--- config.mk ---
export PLATFORM = sky130hd
export DESIGN_NAME = mlp_argmax_flat
export DESIGN_NICKNAME = d
export VERILOG_FILES = /design/src/rtl/mlp_argmax_if.sv /design/src/rtl/mlp_argmax.sv /design/src/flat_wrapper.sv
export SDC_FILE = /design/constraint.sdc
export NUM_CORES = 1
export LEC_CHECK = 0
export ABC_AREA = 1
export BUFFER_PORTS_ARGS = -buffer_cell sky130_fd_sc_hd__buf_2
export CAP_MARGIN = 20
export CORE_AREA = 2 2 122 76
export CTS_BUF_LIST = sky130_fd_sc_hd__clkbuf_8
export CTS_CLUSTER_SIZE = 30
export DETAILED_ROUTE_END_ITERATION = 16
export DIE_AREA = 0 0 124 78
export PLACE_DENSITY = 0.87
export SYNTH_ARGS = -nofsm -noshare
export SYNTH_HDL_FRONTEND = slang
export SYNTH_SLANG_ARGS = --single-unit
--- constraint.sdc ---
create_clock -name clk -period 4.65 [get_ports clk]
set_clock_uncertainty 0.15 [all_clocks]
set_input_delay 0.93 -clock clk [delete_from_list [all_inputs] [get_ports clk]]
set_output_delay 0.93 -clock clk [all_outputs]
set_load 0.1 [all_outputs]
--- src/rtl/mlp_argmax_if.sv ---
// rtl/mlp_argmax_if.sv - score stream and classification result bundle for mlp_argmax
interface mlp_argmax_if #(
  parameter int OUTPUT_WIDTH = 32,
  parameter int IDX_WIDTH    = 4
);
  logic                    score_valid;
  logic [OUTPUT_WIDTH-1:0] score;
  logic                    mlp_done;
  logic                    busy;
  logic                    class_valid;
  logic                    class_ready;
  logic [IDX_WIDTH-1:0]    class_idx;
  logic [OUTPUT_WIDTH-1:0] class_score;
  logic                    class_err;
  logic                    dropped;

  modport master (
    output score_valid, score, mlp_done, class_ready,
    input  busy, class_valid, class_idx, class_score, class_err, dropped
  );

  modport slave (
    input  score_valid, score, mlp_done, class_ready,
    output busy, class_valid, class_idx, class_score, class_err, dropped
  );
endinterface

--- src/rtl/mlp_argmax.sv ---
// rtl/mlp_argmax.sv - running signed argmax over MLP scores with held valid/ready result
module mlp_argmax #(
  parameter int OUTPUT_WIDTH = 32,
  parameter int NUM_CLASSES  = 10,
  parameter int IDX_WIDTH    = 4
) (
  input  logic       clk,
  input  logic       rst,
  mlp_argmax_if.slave bus
);
  typedef enum logic {SCAN, HOLD} state_t;

  localparam logic [IDX_WIDTH-1:0] FULL_CNT = IDX_WIDTH'(NUM_CLASSES);

  state_t                  state;
  logic [IDX_WIDTH-1:0]    cnt;
  logic [OUTPUT_WIDTH-1:0] best;
  logic [IDX_WIDTH-1:0]    best_idx;
  logic                    ovr;

  logic                    busy_q;
  logic                    class_valid_q;
  logic [IDX_WIDTH-1:0]    class_idx_q;
  logic [OUTPUT_WIDTH-1:0] class_score_q;
  logic                    class_err_q;
  logic                    dropped_q;

  logic [IDX_WIDTH-1:0]    nxt_cnt;
  logic [OUTPUT_WIDTH-1:0] nxt_best;
  logic [IDX_WIDTH-1:0]    nxt_best_idx;
  logic                    nxt_ovr;

  // Scan update for this cycle's score, so a score coinciding with done is included in the result
  always_comb begin
    nxt_cnt      = cnt;
    nxt_best     = best;
    nxt_best_idx = best_idx;
    nxt_ovr      = ovr;
    if (bus.score_valid) begin
      if (cnt < FULL_CNT) begin
        // strict greater-than keeps the earlier index on ties
        if ((cnt == '0) || ($signed(bus.score) > $signed(best))) begin
          nxt_best     = bus.score;
          nxt_best_idx = cnt;
        end
        nxt_cnt = cnt + IDX_WIDTH'(1);
      end else begin
        nxt_ovr = 1'b1;
      end
    end
  end

  // SCAN/HOLD state machine with registered result outputs
  always_ff @(posedge clk or posedge rst) begin
    if (rst) begin
      state         <= SCAN;
      cnt           <= '0;
      best          <= '0;
      best_idx      <= '0;
      ovr           <= 1'b0;
      busy_q        <= 1'b0;
      class_valid_q <= 1'b0;
      class_idx_q   <= '0;
      class_score_q <= '0;
      class_err_q   <= 1'b0;
      dropped_q     <= 1'b0;
    end else begin
      case (state)
        SCAN: begin
          cnt      <= nxt_cnt;
          best     <= nxt_best;
          best_idx <= nxt_best_idx;
          ovr      <= nxt_ovr;
          if (bus.mlp_done) begin
            class_idx_q   <= nxt_best_idx;
            class_score_q <= nxt_best;
            class_err_q   <= (nxt_cnt != FULL_CNT) | nxt_ovr;
            class_valid_q <= 1'b1;
            busy_q        <= 1'b1;
            state         <= HOLD;
          end
        end
        HOLD: begin
          // anything the MLP sends while we hold a result is lost
          if (bus.score_valid || bus.mlp_done) begin
            dropped_q <= 1'b1;
          end
          if (bus.class_ready) begin
            cnt           <= '0;
            best          <= '0;
            best_idx      <= '0;
            ovr           <= 1'b0;
            class_valid_q <= 1'b0;
            busy_q        <= 1'b0;
            state         <= SCAN;
          end
        end
        default: state <= SCAN;
      endcase
    end
  end

  assign bus.busy        = busy_q;
  assign bus.class_valid = class_valid_q;
  assign bus.class_idx   = class_idx_q;
  assign bus.class_score = class_score_q;
  assign bus.class_err   = class_err_q;
  assign bus.dropped     = dropped_q;
endmodule
--- src/flat_wrapper.sv ---
// flat-port wrapper written by rule: the top's interface ports become plain ports
module mlp_argmax_flat 
#(
  parameter int OUTPUT_WIDTH = 32,
  parameter int NUM_CLASSES  = 10,
  parameter int IDX_WIDTH    = 4
)
  (clk, rst, bus_score_valid, bus_score, bus_mlp_done, bus_class_ready, bus_busy, bus_class_valid, bus_class_idx, bus_class_score, bus_class_err, bus_dropped);
  mlp_argmax_if #(.OUTPUT_WIDTH(OUTPUT_WIDTH), .IDX_WIDTH(IDX_WIDTH)) bus_i ();
  input  logic clk;
  input  logic rst;
  input wire logic [$bits(bus_i.score_valid)-1:0] bus_score_valid;
  input wire logic [$bits(bus_i.score)-1:0] bus_score;
  input wire logic [$bits(bus_i.mlp_done)-1:0] bus_mlp_done;
  input wire logic [$bits(bus_i.class_ready)-1:0] bus_class_ready;
  output wire logic [$bits(bus_i.busy)-1:0] bus_busy;
  output wire logic [$bits(bus_i.class_valid)-1:0] bus_class_valid;
  output wire logic [$bits(bus_i.class_idx)-1:0] bus_class_idx;
  output wire logic [$bits(bus_i.class_score)-1:0] bus_class_score;
  output wire logic [$bits(bus_i.class_err)-1:0] bus_class_err;
  output wire logic [$bits(bus_i.dropped)-1:0] bus_dropped;
  assign bus_i.score_valid = bus_score_valid;
  assign bus_i.score = bus_score;
  assign bus_i.mlp_done = bus_mlp_done;
  assign bus_i.class_ready = bus_class_ready;
  assign bus_busy = bus_i.busy;
  assign bus_class_valid = bus_i.class_valid;
  assign bus_class_idx = bus_i.class_idx;
  assign bus_class_score = bus_i.class_score;
  assign bus_class_err = bus_i.class_err;
  assign bus_dropped = bus_i.dropped;
  mlp_argmax #(.OUTPUT_WIDTH(OUTPUT_WIDTH), .NUM_CLASSES(NUM_CLASSES), .IDX_WIDTH(IDX_WIDTH)) u_core (.clk(clk), .rst(rst), .bus(bus_i));
endmodule
==> impl_metrics.json, run 1 <==
{
  "fp.dieH_um": 78,
  "critPathLaunchType": "input port",
  "synth_area_mm2": 0.00493,
  "drive_above_1_share": 0.195,
  "routedWlPerCell_um": 15.3,
  "ctsLongestPathBuffers": 2,
  "arrival_ps": 3570,
  "path_clk_slew_ps": 80,
  "yosys-top-cells-area": "dfrtp_1 (41%), nand2_1 (14%), nand3_1 (11%)",
  "io_pins": 77,
  "rrSetupSlack_ps": 1460,
  "postSynthAreaPerCell_um2": 8.01,
  "muxShareOfSynthArea": 0,
  "critical_path.max_fanout": 37,
  "syn2layout_area_growth_pct": 12.0,
  "grt_usage": 0.267,
  "overflow": 0,
  "placed_area_mm2": 0.00530,
  "antenna_found_initial": 0,
  "die_area_mm2": 0.00967,
  "n_antenna_cell": 0,
  "synth_nets": 687,
  "final_cell_mix": "nand2_1 (190), nand3_1 (111), inv_1 (88)",
  "grt_start_max_net_pins": 55,
  "nFillCells": 728,
  "worst_pin_slew_ps": 1080,
  "place.gp.congestion": 0.820,
  "stdcell_area_mm2": 0.00552,
  "numClockSinks": 81,
  "dp_hpwl_um": 8500,
  "path_class": "input port to flop",
  "holdBufCountCts": 0,
  "drt-vias-per-instance": 5.44,
  "fin_tns_setup_ps": 0,
  "synth_xor_area_frac": 0.00355,
  "worstPathRequired_ps": 4800,
  "rsz0062_at_grt": "false",
  "clk_latency_ps": 370,
  "yosysUniqueCellTypes": 31,
  "worstRegToRegCells": 14,
  "slew_headroom": 0.276,
  "slew_viol_final": 0,
  "hold_viol": 0,
  "synth_top_area_cell": "dfrtp_1",
  "hp-class": "flop to flop",
  "yosysTopAreaCellShare": 0.411,
  "post_cts_resize_count": 0,
  "drt_iter0_markers": 445,
  "htreeDepth": 3,
  "maxCapViolations": 0,
  "finalCriticalPeriod_ps": 3420,
  "cts_root_buf": "clkbuf_8",
  "layout_commonest_cell": "nand2_1",
  "drc": 0,
  "die_x_um": 124,
  "drt_first_pass_iters": 5,
  "nets": 753,
  "fin_crit_sh": 0.735,
  "synth_compound_area_frac": 0.0370,
  "setup_viol": 0,
  "yosysWarnings": 0,
  "fp-row-count": 26,
  "grt_pass1_vias": 4179,
  "synth-simple-area-share": 0.357,
  "synthAdderAreaFrac": 0.0863,
  "ant_nets": 0,
  "status": "finished, final reports clean",
  "wl_um": 12200,
  "whs_path_depth": 2,
  "cts_made_buffers": 9,
  "start_util": 0.583,
  "numPortBuffers": 76,
  "r2r-start": "u_core.best[31]$_DFFE_PP0P_",
  "worstSetupEndpointType": "flop",
  "coreArea_mm2": 0.00846,
  "min_to": "u_core.bus.class_score[9]$_DFFE_PP0P_",
  "rr_endpoint": "u_core.best[13]$_DFFE_PP0P_",
  "netlist_instances": 616,
  "yosysSeqAreaShare": 0.411,
  "min_from": "u_core.bus.class_score[9]$_DFFE_PP0P_",
  "vias": 4344,
  "synth_top_family_by_area": "simple AND/OR/NAND/NOR gates",
  "post_cts.repair.setup_buffers": 0,
  "cts_tree": "done",
  "final_core_util": 0.653,
  "max_freq_ghz": 0.293,
  "grt_pass1_wl_um": 19900,
  "synth_seq_cells": 81
}
[layer usage]
metal,share of wire,up-vias,GRT usage
li1,-,2076,-
met1,0.46,2074,0.379
met2,0.45,175,0.406
met3,0.080,19,0.0662
met4,0.012,0,0.0764
met5,0,-,0
[state kept, by name, indices dropped and copies added, names as in the netlist]
signal / count
u_core.best: 32
u_core.best_idx: 4
u_core.bus.class_err: 1
u_core.bus.class_idx: 4
u_core.bus.class_score: 32
u_core.bus.class_valid: 1
u_core.bus.dropped: 1
u_core.cnt: 4
u_core.ovr: 1
u_core.state: 1
[worst max-delay path by stage]
| stage | to | cells after the start | start |
|---|---|---|---|
| floorplan | u_core.best[0]$_DFFE_PP0P_ | 1 | rst |
| global placement | u_core.bus.class_score[14]$_DFFE_PP0P_ | 14 | bus_score[31] |
| detailed placement | u_core.bus.class_score[14]$_DFFE_PP0P_ | 14 | bus_score[31] |
| CTS | u_core.bus.class_score[14]$_DFFE_PP0P_ | 14 | bus_score[31] |
| global route | u_core.bus.class_score[16]$_DFFE_PP0P_ | 14 | bus_score[31] |
| finish | u_core.best[13]$_DFFE_PP0P_ | 14 | bus_score[31] |
[synth_stat cells (all sizes together)]
library cell / count
xor2: 2
nor4: 2
a21o: 2
nand3: 112
o41ai: 1
a31oi: 1
ha: 34
inv: 87
o21bai: 1
o22ai: 4
o21ai: 4
dfrtp: 81
buf: 17
nand2: 223
clkbuf: 9
nand4: 2
a21oi: 17
o21a: 2
nor2: 15
[per-stage QoR]
stage          setup slack [ps]  instances  hold WS (ps)
2_1_floorplan              1490        616           299
3_3_place_gp               1040        783           307
3_5_place_dp                909        783           310
4_1_cts                    1280        799           333
5_1_grt                    1060        799           352
6_report                   1230        799           328
[worst max-delay path: stages]
cell     delay, ps
buf_2          120
ha_1           380
nand2_1        110
nor2_2         140
nand2_2        110
nor4_4         190
nand2_1        120
nand3_1        100
nand3_2        110
nand2_4        370
nand2_8        440
nand2_1        220
nand3_1        110
nand2_1        110
[area by class of cell]
class	count	area (um2)	area share
Inverter	87	328	0.0593
Timing Repair Buffer	81	418	0.0757
Multi-Input combinational cell	422	2390	0.432
Tap cell	112	140	0.0254
Clock buffer	11	151	0.0274
Sequential cell	81	2030	0.367
Clock inverter	5	71.3	0.0129
[kinds of logic after synthesis]
| group | Yosys count |
|---|---|
| XOR/XNOR | 2 |
| flip-flops | 81 |
| AO/OA/AOI/OAI | 32 |
| AND/OR/NAND/NOR | 354 |
| buffers and inverters | 113 |
| adder cells (fa/ha/maj) | 34 |
Power of run 1 is not shown: default switching activity piles up to over one toggle a cycle in this logic, so the estimate is an artifact.
==> run 2, diff against run 1 <==
Clock period 4.65 ns to 3.17 ns, I/O delays scaled along.
==> run 2 against run 1 <==
Final area up 1.4%; first-iteration DRC count shrank 20%; via count about the same; setup slack got worse by 750 ps.
==> impl_metrics.json, run 2 (same netlist as run 1, synthesis figures left out) <==
{
  "status": "finished, final reports clean",
  "cts_made_buffers": 9,
  "critPathBufInv": 2,
  "path_clk_slew_ps": 80,
  "max_freq_ghz": 0.372,
  "nets": 762,
  "final_cell_mix": "nand2_1 (190), nand3_1 (111), inv_1 (87)",
  "worstPathRequired_ps": 3290,
  "dp_hpwl_um": 8660,
  "nFillCells": 710,
  "post_cts_resize_count": 0,
  "wl_um": 12400,
  "drt_first_pass_iters": 5,
  "hp-class": "input port to async pin",
  "drc": 0,
  "routedWlPerCell_um": 15.4,
  "syn2layout_area_growth_pct": 13.6,
  "io_pins": 77,
  "coreArea_mm2": 0.00846,
  "rrSetupSlack_ps": 480,
  "arrival_ps": 2810,
  "grt_usage": 0.276,
  "grt_pass1_wl_um": 20300,
  "hold_viol": 0,
  "slew_viol_final": 0,
  "cts_tree": "done",
  "numPortBuffers": 76,
  "ant_nets": 0,
  "overflow": 0,
  "rsz0062_at_grt": "false",
  "die_x_um": 124,
  "finalCriticalPeriod_ps": 2690,
  "grt_start_max_net_pins": 82,
  "slew_headroom": 0.600,
  "clk_latency_ps": 370,
  "vias": 4347,
  "grt_pass1_vias": 4341,
  "setup_viol": 0,
  "path_depth": 16,
  "worst_pin_slew_ps": 599,
  "worstRegToRegCells": 16,
  "cpPeakStageDelay_ps": 390,
  "drt_iter0_markers": 357,
  "maxCapViolations": 0,
  "layout_commonest_cell": "nand2_1",
  "crit_top_cell": "nand2_1",
  "crit_family": "simple AND/OR/NAND/NOR gates",
  "numClockSinks": 81,
  "crit_chain": "inv_1 > ha_1 > nand2_1 > nor2_2 > nand2_2 > nor4_4 > nand2_1 > nand2_1 > nand2_1 > nand3_2 > nand2_4 > nand2_8 > buf_12 > nand2_4 > nand3_1 > nand2_1",
  "worstSetupEndpointType": "flop",
  "fp-row-count": 26,
  "place.gp.congestion": 0.890,
  "htreeDepth": 3,
  "fin_tns_setup_ps": 0,
  "crit_slowest_cell": "ha_1",
  "drt-vias-per-instance": 5.38,
  "drive_above_1_share": 0.207,
  "critical_path.max_fanout": 21,
  "die_area_mm2": 0.00967,
  "path_class": "flop to flop",
  "fp.dieH_um": 78,
  "holdBufCountCts": 0,
  "antenna_found_initial": 0,
  "start_util": 0.583,
  "n_antenna_cell": 0,
  "critPathLaunchType": "flop",
  "ctsLongestPathBuffers": 2,
  "cts_root_buf": "clkbuf_8",
  "post_cts.repair.setup_buffers": 0,
  "fin_crit_sh": 0.848
}
run 2: area by class of cell:
cell class	count	area, um2	area share
inverters	87	328	0.0585
flip-flops and latches	81	2030	0.362
multi-input cells	422	2390	0.426
clock inverters	4	42.5	0.00759
repair buffers	90	510	0.0911
clock buffers	12	165	0.0295
well taps	112	140	0.0250
run 2: per-layer routing:
metal  track usage  part of all wire  vias up
li1              -                 -     2098
met1         0.370              0.45     2053
met2         0.438              0.45      172
met3        0.0632             0.074       24
met4        0.0989             0.017        0
met5             0                 0        -
run 2: stage by stage:
step	cell area [um2]	utilization	setup slack, ps	cells	hold WS (ps)
after floorplan	4930	-	306	616	299
after global placement	5390	0.638	278	792	307
after detailed placement	5390	0.638	165	792	310
after CTS	5600	0.662	482	808	210
after global routing	5600	0.662	286	808	237
final	5600	0.662	482	808	197
run 2: worst paths after layout:
kind,end,from
hold / removal,u_core.bus.class_score[9]$_DFFE_PP0P_,rst
setup reg to reg,u_core.bus.class_score[26]$_DFFE_PP0P_,u_core.best[31]$_DFFE_PP0P_
max in group asynchronous,u_core.bus.class_score[23]$_DFFE_PP0P_,rst
min in group clk,u_core.bus.class_score[21]$_DFFE_PP0P_,u_core.bus.class_score[21]$_DFFE_PP0P_
hold reg to reg,u_core.bus.class_score[21]$_DFFE_PP0P_,u_core.bus.class_score[21]$_DFFE_PP0P_
setup / recovery,u_core.bus.class_score[26]$_DFFE_PP0P_,u_core.best[31]$_DFFE_PP0P_
run 2: worst register-to-register path: stages, from the launching register on:
cell     delay, ps
dfrtp_1        350
inv_1           80
ha_1           390
nand2_1        120
nor2_2         150
nand2_2        110
nor4_4         180
nand2_1        100
nand2_1         70
nand2_1         60
nand3_2         80
nand2_4         80
nand2_8        230
buf_12         230
nand2_4         70
nand3_1         80
nand2_1         60
Power of run 2 is left out for the same reason.
